<file path="src/rtl/hier_bcast_collect_node.sv">
// Hierarchy node: broadcasts one upstream request to NUM_CHILD children,
// sums their responses with NODE_ID and returns one upstream response.
module hier_bcast_collect_node #(
  parameter int NUM_CHILD = 5,
  parameter int DATA_W = 16,
  parameter int TIMEOUT = 255,
  parameter logic [DATA_W-1:0] NODE_ID = '0
) (
  input  logic                        clk,
  input  logic                        rst_n,
  input  logic                        up_req_valid,
  output logic                        up_req_ready,
  input  logic [DATA_W-1:0]           up_req_data,
  output logic [NUM_CHILD-1:0]        dn_req_valid,
  input  logic [NUM_CHILD-1:0]        dn_req_ready,
  output logic [DATA_W-1:0]           dn_req_data,
  input  logic [NUM_CHILD-1:0]        dn_rsp_valid,
  input  logic [NUM_CHILD*DATA_W-1:0] dn_rsp_data,
  output logic                        up_rsp_valid,
  input  logic                        up_rsp_ready,
  output logic [DATA_W-1:0]           up_rsp_data,
  output logic [NUM_CHILD-1:0]        up_rsp_mask,
  output logic                        up_rsp_timeout,
  output logic                        busy
);

  typedef enum logic [1:0] {
    IDLE, ISSUE, COLLECT, RESPOND
  } state_t;

  localparam logic [NUM_CHILD-1:0] ALL = '1;
  localparam logic [15:0] TMO = 16'(TIMEOUT);

  state_t               state;
  logic [NUM_CHILD-1:0] issue_pend;
  logic [NUM_CHILD-1:0] rsp_mask;
  logic [DATA_W-1:0]    acc;
  logic [15:0]          cnt;

  logic                 active;
  logic [NUM_CHILD-1:0] take;
  logic [NUM_CHILD-1:0] mask_nxt;
  logic [DATA_W-1:0]    sum_nxt;
  logic [15:0]          cnt_nxt;
  logic                 done;
  logic                 timed_out;

  assign up_req_ready = (state == IDLE);
  assign busy         = (state != IDLE);
  assign dn_req_valid = issue_pend;
  assign active       = (state == ISSUE) || (state == COLLECT);
  assign cnt_nxt      = cnt + 16'd1;
  assign done         = &mask_nxt;
  assign timed_out    = (cnt_nxt == TMO);

  // Only issued children that have not yet answered contribute
  always_comb begin
    take     = active ? (dn_rsp_valid & ~issue_pend & ~rsp_mask) : '0;
    mask_nxt = rsp_mask | take;
    sum_nxt  = acc;
    for (int i = 0; i < NUM_CHILD; i++) begin
      if (take[i]) sum_nxt = sum_nxt + dn_rsp_data[i*DATA_W +: DATA_W];
    end
  end

  always_ff @(posedge clk or negedge rst_n) begin
    if (!rst_n) begin
      state          <= IDLE;
      issue_pend     <= '0;
      rsp_mask       <= '0;
      acc            <= '0;
      cnt            <= '0;
      dn_req_data    <= '0;
      up_rsp_valid   <= 1'b0;
      up_rsp_data    <= '0;
      up_rsp_mask    <= '0;
      up_rsp_timeout <= 1'b0;
    end else begin
      unique case (state)
        IDLE: begin
          if (up_req_valid) begin
            dn_req_data <= up_req_data;
            issue_pend  <= ALL;
            rsp_mask    <= '0;
            acc         <= NODE_ID;
            cnt         <= '0;
            state       <= ISSUE;
          end
        end
        ISSUE, COLLECT: begin
          cnt      <= cnt_nxt;
          rsp_mask <= mask_nxt;
          acc      <= sum_nxt;
          if (state == ISSUE) issue_pend <= issue_pend & ~dn_req_ready;
          // Completion takes priority over a coincident timeout
          if (done || timed_out) begin
            state          <= RESPOND;
            issue_pend     <= '0;
            up_rsp_valid   <= 1'b1;
            up_rsp_data    <= sum_nxt;
            up_rsp_mask    <= mask_nxt;
            up_rsp_timeout <= !done;
          end else if (state == ISSUE && issue_pend == '0) begin
            state <= COLLECT;
          end
        end
        RESPOND: begin
          if (up_rsp_ready) begin
            up_rsp_valid   <= 1'b0;
            up_rsp_timeout <= 1'b0;
            state          <= IDLE;
          end
        end
        default: state <= IDLE;
      endcase
    end
  end

endmodule

</file>
<file path="config.mk">
export PLATFORM = sky130hd
export DESIGN_NAME = hier_bcast_collect_node
export DESIGN_NICKNAME = d
export VERILOG_FILES = /design/src/rtl/hier_bcast_collect_node.sv
export SDC_FILE = /design/constraint.sdc
export NUM_CORES = 1
export LEC_CHECK = 0
export BUFFER_PORTS_ARGS = -buffer_cell sky130_fd_sc_hd__buf_2
export CORE_MARGIN = 5
export CORE_UTILIZATION = 55
export DETAILED_ROUTE_END_ITERATION = 10
export PLACE_DENSITY = 0.77
export SYNTH_ARGS = -nofsm -noshare
export SYNTH_HDL_FRONTEND = slang
export SYNTH_SLANG_ARGS = --single-unit
</file>
<file path="constraint.sdc">
create_clock -name clk -period 8.8 [get_ports clk]
set_clock_uncertainty 0.1 [all_clocks]
set_input_delay 1.76 -clock clk [delete_from_list [all_inputs] [get_ports clk]]
set_output_delay 1.76 -clock clk [all_outputs]
set_load 0.005 [all_outputs]
</file>
# Word level (Yosys, flattened, before mapping)
# Cells that the tools add are included.
# word_totals
ff_bits,83
latchBits,0
ramBits,0
romBits,0
input_bits,110
output_inout_bits,46
elab_cells,74
memories,0
# classes
addsub,6
mul,0
div_mod_pow,0
order_cmp,0
eq_ne,9
n_shift,0
mux,25
bitwise,7
n_reduce_logical,17
# op_table
operator,count
16-bit 2-to-1 mux,6
16-bit adder,5
16-bit one-hot mux with 2 select lines,2
5-bit 2-to-1 mux,5
5-bit one-hot mux with 2 select lines,2
16-bit by 1-bit adder with 16-bit output (second input constant),1
16-bit by 8-bit equality test with 1-bit output (second input constant),1
5-bit AND,3
5-bit NOT,3
3-bit AND reduction,3
2-bit 2-to-1 mux,4
2-bit != test (second input constant),3
3-bit != test (second input constant),2
2-bit one-hot mux with 3 select lines,1
2-bit AND reduction,3
2-bit nonzero test,3
5-bit zero test,1
5-bit OR,1
5-bit AND reduction,1
2-bit equality test (second input constant),2
1-bit one-hot mux with 2 select lines,2
1-bit 2-to-1 mux,3
2-bit by 1-bit equality test with 1-bit output (second input constant),1
2-bit zero test,1
4 further kinds,5

# Logic depth before layout (Yosys ltp)
# Gate-level depths: netlist of run 1.
# logic_depth
word_depth,14
depth_mapped,42
mapped_depth_nobuf,40

# Least setup slack after synthesis of run 1
# OpenSTA, ideal clock, no wires.
# synth_path
path_type,input port to flip-flop
from,input dn_rsp_data[0]
to,register acc[15]
setup_ns,0.134
arrival_ns,8.313
required_time_ns,8.566
slack_ns,0.253
cell_stages,35
path_buffers,0
path_cell_list,ha_1 > fa_1 > a21o_1 > a21o_1 > a21o_1 > a21oi_1 > xor2_1 > o21ai_1 > ha_1 > a21oi_1 > o21ai_1 > or3_1 > o2111a_1 > a211oi_2 > xor2_1 > a21oi_1 > ha_1 > and3_1 > a311oi_1 > xnor2_1 > nor2_1 > a21oi_1 > ha_1 > and3b_1 > o31ai_1 > o311ai_1 > a21oi_1 > inv_1 > ha_1 > o41ai_1 > xor2_1 > nor2_1 > xnor2_1 > xnor2_1 > o21ai_0
# synth_between
elab_chain_len,11
# synth_lines
item,line,source
"start, declared",18,"input logic [NUM_CHILD*DATA_W-1:0] dn_rsp_data,"
16-bit adder *,62,if (take[i]) sum_nxt = sum_nxt + dn_rsp_data[i*DATA_W +: DATA_W];
16-bit 2-to-1 mux *,62,
16-bit adder,62,
16-bit 2-to-1 mux *,62,
16-bit adder,62,
16-bit 2-to-1 mux *,62,
16-bit adder,62,
16-bit 2-to-1 mux *,62,
16-bit adder,62,
16-bit 2-to-1 mux *,62,
16-bit one-hot mux with 2 select lines *,79,unique case (state)
"end signal, assigned",93,acc <= sum_nxt;
"end, declared",37,logic [DATA_W-1:0] acc;
# Every way passes the cells marked *; elsewhere a longest branch is shown, timed or not.
# A chain may end at the register's enable or synchronous reset.

# Worst setup path in the final report of run 1
# layout_path
from,input dn_rsp_data[1]
to,register acc[15]
# Same word-level chain as after synthesis.

==> results of run 1 <==
-- flip-flops by register name, indices dropped and copies added (netlist names) --
signal          flops
up_rsp_mask         5
up_rsp_valid        1
cnt                16
state               2
up_rsp_data        16
up_rsp_timeout      1
rsp_mask            5
acc                16
dn_req_valid        5
dn_req_data        16
-- routing by layer --
layer | GRT usage (%) | part of all wire, % | wire (um) | vias to the layer above
met1 | 37.08 | 43 | 11050 | 4076
li1 | - | - | - | 4178
met5 | 0 | 0 | 0 | -
met2 | 44.95 | 47 | 12120 | 327
met3 | 4.867 | 7.3 | 1887 | 62
met4 | 9.700 | 3.2 | 820 | 0
-- Yosys cell counts, drive strengths merged, types with 23 or more instances --
cell,n
a21o,34
a21oi,82
clkbuf,23
dfrtp,83
ha,85
inv,38
mux2,26
nand2,107
nor2,81
o21ai,104
xnor2,33
xor2,27
-- worst max-delay path by stage --
| stage | to | slack (ps) | cells after the start | start |
|---|---|---|---|---|
| floorplan | acc[15]$_DFFE_PN0P_ | 250 | 35 | dn_rsp_data[0] |
| global placement | acc[15]$_DFFE_PN0P_ | -200 | 35 | dn_rsp_data[0] |
| detailed placement | acc[15]$_DFFE_PN0P_ | -340 | 35 | dn_rsp_data[0] |
| CTS | acc[15]$_DFFE_PN0P_ | 30 | 40 | dn_rsp_data[0] |
| global route | acc[15]$_DFFE_PN0P_ | -210 | 37 | dn_rsp_data[0] |
| finish | acc[15]$_DFFE_PN0P_ | 270 | 36 | dn_rsp_data[1] |
-- final cells by class --
class | instances | share of cell area [%]
Multi-Input combinational cell | 835 | 57.35
Clock buffer | 11 | 2.344
Timing Repair Buffer | 295 | 16.97
Sequential cell | 83 | 19.27
Inverter | 38 | 1.323
Tap cell | 188 | 2.182
Clock inverter | 5 | 0.5687
-- power by group --
part | internal, mW | leakage, nW | total (mW) | switching [mW]
registers | 0.545 | 1.03 | 0.697 | 0.152
logic | 2.16 | 4.11 | 4.51 | 2.35
clock network | 0.236 | 0.156 | 0.394 | 0.157
-- through the flow --
stage               hold WS (ps)  total power [mW]  area, um2  setup WS [ps]
floorplan                  369.2             3.234       8303          253.2
finish                     405.5             5.601      10780          270.4
global route               426.7             6.038      10780         -209.7
CTS                        404.5             5.226      10460          32.44
global placement           380.9             4.706      10140         -195.6
detailed placement         390.2             4.793      10140         -337.0
-- cells by family after synthesis --
family	after synthesis
adders and majority gates	90
buffers and inverters	80
AOI/OAI and AO/OA	337
DFF	83
and+or+nand+nor	307
xor gates and xnor gates	61
muxes	40
-- what timing repair did --
action | in CTS | in global routing
cloned | 0 | 0
resized for setup | 1 | 59
pin swaps | 0 | 39
endpoints found under the setup margin | 1 | 9
buffers inserted | 0 | 10
==> results.sh, run 1 <==
export IMPL_drt_total_wl_um=25880
export IMPL_wl_per_cell_um=17.78
export IMPL_dieHeight_um=132.9
export IMPL_synth_top_family_by_area="compound AO/OA/AOI/OAI gates"
export IMPL_grt_pass1_vias=8097
export IMPL_grt_overflow=0
export IMPL_rrSetupSlack_ps=1230
export IMPL_fmax_mhz=117.2
export IMPL_synthesis_area_um2=8303
export IMPL_crit_fanout=4
export IMPL_hold_end="dn_req_data[8]$_DFFE_PN0P_"
export IMPL_regArea_um2=2077
export IMPL_cts_buffers_inserted=9
export IMPL_leakage_nw=5.292
export IMPL_hold_viol=0
export IMPL_peakVddDrop_mv=0.3462
export IMPL_r2r_end="acc[15]$_DFFE_PN0P_"
export IMPL_dpl_hpwl_um=20160
export IMPL_rows=45
export IMPL_die_area_um2=17650
export IMPL_cp_required_ps=8890
export IMPL_cts_hold_buf=0
export IMPL_ctsLongestPathBuffers=2
export IMPL_clk_latency_ps=350
export IMPL_drive_gt1_share_pct=33.07
export IMPL_cts_root_buffer="clkbuf_16"
export IMPL_num_vias=8643
export IMPL_placed_cells=1429
export IMPL_p_per_area_nw_per_um2=519.6
export IMPL_diodes=0
export IMPL_grt_pass1_wl_um=39630
export IMPL_cp_slowest_cell="a221oi_2"
export IMPL_r2r_cells=36
export IMPL_synthXorXnorAreaFrac_pct=6.600
export IMPL_clkTransAtPathRegs_ps=60
export IMPL_rsz0062_at_grt="true"
export IMPL_synthMuxAreaShare_pct=5.259
export IMPL_cap_violations=0
export IMPL_fin_setup_tns_ps=0
export IMPL_path_buf_inv=5
export IMPL_gp_congestion=0.9465
export IMPL_critPathKind="in2reg"
export IMPL_arrival_ps=8620
export IMPL_grt_antenna_before_repair=0
export IMPL_layout_area_overhead_vs_synth_pct=29.84
export IMPL_status="complete, no violations"
export IMPL_multi_input_area_um2=6182
export IMPL_postRouteAntennaNets=0
export IMPL_io_buffers=155
export IMPL_cts_sinks=83
export IMPL_dr_pass1_iters=7
export IMPL_die_x_um=132.9
export IMPL_holdPathStages=1
export IMPL_ys_seq_area_share_pct=25.02
export IMPL_core_um2=14980
export IMPL_synth_cells=998
export IMPL_ys_flop_type="dfrtp_1"
export IMPL_final_util_pct=71.98
export IMPL_ys_warnings_count=0
export IMPL_synth_simple_area_share_pct=18.55
export IMPL_yosys_area_top_type_share_pct=25.02
export IMPL_period_needed_ps=8530
export IMPL_grt_max_degree=84
export IMPL_drtIter0Drc=709
export IMPL_ys_async_sr_fraction_pct=100.0
export IMPL_hp_class="reg2reg"
export IMPL_synth_ff_latch_count=83
export IMPL_r2r_start="state[0]$_DFFE_PN0P_"
export IMPL_min_from="dn_req_data[8]$_DFFE_PN0P_"
export IMPL_fin_cells=1455
export IMPL_avgSynthCellArea_um2=8.320
export IMPL_worst_slew_pin_slew_ps=1075
export IMPL_start_util_pct=55.44
export IMPL_yosysTopAreaCell="dfrtp_1"
export IMPL_pin_count=156
export IMPL_max_stage_delay_ps=320
export IMPL_endpoint_kind="register"
export IMPL_route_detailed_drc=0
export IMPL_most_common_layout_cells="buf_2, buf_4, nand2_1"
export IMPL_synth_compound_area_share_pct=26.34
export IMPL_period_share_pct=96.93
export IMPL_htree_levels=3
export IMPL_synthTopCellsByArea="dfrtp_1, ha_1, o21ai_0, nand2_1, a21oi_1"
export IMPL_setup_viol=0
export IMPL_crit_family="compound AO/OA/AOI/OAI gates"
export IMPL_final_common_cell="buf_2"
export IMPL_worst_setup_path_start_kind="input port"
export IMPL_viasPerCell=5.940
export IMPL_ys_types=84
export IMPL_cts_tree="done"
export IMPL_grt_total_usage_pct=27.63
export IMPL_fin_nets=1462
export IMPL_n_fill_cell=1180
export IMPL_synth_nets=1198
export IMPL_synth_fa_ha_area_share_pct=14.01
export IMPL_slew_viol_final=0
export IMPL_slew_headroom_pct=28.14
export IMPL_synth_edf_count=0
(Power assumes the default switching activity.)
==> run 2: changes to the inputs <==
--- a/config.mk
+++ b/config.mk
@@ -9,7 +9,8 @@
 export CORE_MARGIN = 5
 export CORE_UTILIZATION = 55
 export DETAILED_ROUTE_END_ITERATION = 10
-export PLACE_DENSITY = 0.77
+export PLACE_DENSITY = 0.79
+export SLEW_MARGIN = 25
 export SYNTH_ARGS = -nofsm -noshare
 export SYNTH_HDL_FRONTEND = slang
 export SYNTH_SLANG_ARGS = --single-unit
==> results.sh, run 2 (same netlist as run 1, synthesis figures left out) <==
export IMPL_status="complete, no violations"
export IMPL_cp_required_ps=8900
export IMPL_cts_root_buffer="clkbuf_16"
export IMPL_layout_area_overhead_vs_synth_pct=30.24
export IMPL_diodes=0
export IMPL_dieHeight_um=132.9
export IMPL_holdWs_ps=398.4
export IMPL_r2r_end="acc[15]$_DFFE_PN0P_"
export IMPL_grt_overflow=0
export IMPL_r2r_cells=36
export IMPL_grt_pass1_wl_um=40060
export IMPL_hold_viol=0
export IMPL_fin_nets=1465
export IMPL_fin_area_um2=10810
export IMPL_n_fill_cell=1168
export IMPL_final_util_pct=72.21
export IMPL_max_stage_delay_ps=400
export IMPL_postRouteAntennaNets=0
export IMPL_drtIter0Drc=769
export IMPL_grt_max_degree=61
export IMPL_slew_headroom_pct=36.68
export IMPL_r2r_start="state[0]$_DFFE_PN0P_"
export IMPL_fmax_mhz=117.1
export IMPL_worst_setup_path_start_kind="input port"
export IMPL_io_buffers=155
export IMPL_p_per_area_nw_per_um2=513.8
export IMPL_clkTransAtPathRegs_ps=60
export IMPL_grt_pass1_vias=8169
export IMPL_die_x_um=132.9
export IMPL_cts_buffers_inserted=9
export IMPL_gp_congestion=1.003
export IMPL_num_vias=8663
export IMPL_viasPerCell=5.942
export IMPL_holdPathStages=1
export IMPL_wl_per_cell_um=17.61
export IMPL_rows=45
export IMPL_slew_viol_final=0
export IMPL_leakage_nw=5.311
export IMPL_ctsLongestPathBuffers=2
export IMPL_endpoint_kind="register"
export IMPL_drt_total_wl_um=25670
export IMPL_hp_class="reg2reg"
export IMPL_min_from="up_rsp_data[1]$_DFFE_PN0P_"
export IMPL_final_common_cell="buf_2"
export IMPL_cap_violations=0
export IMPL_hold_end="up_rsp_data[1]$_DFFE_PN0P_"
export IMPL_peakVddDrop_mv=0.3713
export IMPL_cp_slowest_cell="ha_1"
export IMPL_grt_total_usage_pct=27.68
export IMPL_rsz0062_at_grt="true"
export IMPL_cts_tree="done"
export IMPL_worst_slew_pin_slew_ps=947.5
export IMPL_power_mw=5.557
export IMPL_dr_pass1_iters=5
export IMPL_crit_fanout=6
export IMPL_die_area_um2=17650
export IMPL_drive_gt1_share_pct=32.83
export IMPL_core_um2=14980
export IMPL_arrival_ps=8640
export IMPL_dpl_hpwl_um=19890
export IMPL_pin_count=156
export IMPL_post_dp_cell_area_um2=10180
export IMPL_setup_viol=0
export IMPL_critPathKind="in2reg"
export IMPL_clk_latency_ps=340
export IMPL_grt_antenna_before_repair=0
export IMPL_period_needed_ps=8542
export IMPL_rrSetupSlack_ps=1050
export IMPL_most_common_layout_cells="buf_2, buf_4, nand2_1"
export IMPL_route_detailed_drc=0
export IMPL_start_util_pct=55.44
export IMPL_period_share_pct=97.06
export IMPL_htree_levels=3
export IMPL_cts_sinks=83
[run 2: changes by cell type in the layout (fill, tap and decap cells not counted), moves of 2 or more]
cell	change
o21ai_0	+2
ha_1	+3
o21ai_1	-2
ha_2	-2
buf_6	+2
o2111ai_1	+2
o2111ai_2	-2
[run 2: cell type report]
type,count,area [um2],area share [%]
Clock buffer,10,239.0,2.210
Clock inverter,6,65.06,0.6016
Inverter,38,142.6,1.319
Multi-Input combinational cell,835,6166,57.02
Sequential cell,83,2077,19.21
Tap cell,188,235.2,2.175
Timing Repair Buffer,298,1889,17.47
[run 2: worst max path at each step]
stage	end	slack, ps	startpoint	cells after the start
after detailed placement	acc[15]$_DFFE_PN0P_	-250	dn_rsp_data[0]	36
after global routing	acc[15]$_DFFE_PN0P_	-250	dn_rsp_data[0]	43
after floorplan	acc[15]$_DFFE_PN0P_	250	dn_rsp_data[0]	35
final	acc[15]$_DFFE_PN0P_	260	dn_rsp_data[0]	42
after CTS	acc[15]$_DFFE_PN0P_	70	dn_rsp_data[0]	36
after global placement	acc[15]$_DFFE_PN0P_	-150	dn_rsp_data[0]	35
[run 2: routing by layer]
metal	GRT usage (%)	wire (um)	up-vias
li1	-	-	4191
met1	37.35	11130	4079
met2	45.85	12080	344
met3	4.639	1803	49
met4	7.852	660	0
met5	0	0	-
[run 2: worst max-delay path, delay by kind of cell]
family	cells	cell delay [ps]
AO/OA/AOI/OAI	17	2570
XOR/XNOR	6	940
adder cells (fa/ha/maj)	6	1850
buffers and inverters	3	350
AND/OR/NAND/NOR	10	1140
[run 2: metrics by stage]
step	instances	setup slack (ps)	setup TNS [ps]
2_1_floorplan	998	253.2	0
3_3_place_gp	1434	-148.5	-453.0
3_5_place_dp	1434	-246.3	-1067
4_1_cts	1450	68.90	0
5_1_grt	1458	-250.9	-491.5
6_report	1458	258.4	0
[run 2: what timing repair did]
action	CTS	global route
buffers inserted	0	7
hold buffers	0	0
endpoints found under the setup margin	0	10
resized for setup	0	59
[run 2: power by group]
part / internal [mW] / switching (mW) / total [mW] / leakage [nW]
registers: 0.545 / 0.145 / 0.690 / 1.03
clock network: 0.227 / 0.153 / 0.381 / 0.148
logic: 2.15 / 2.33 / 4.49 / 4.13
total: 2.92 / 2.63 / 5.56 / 5.31
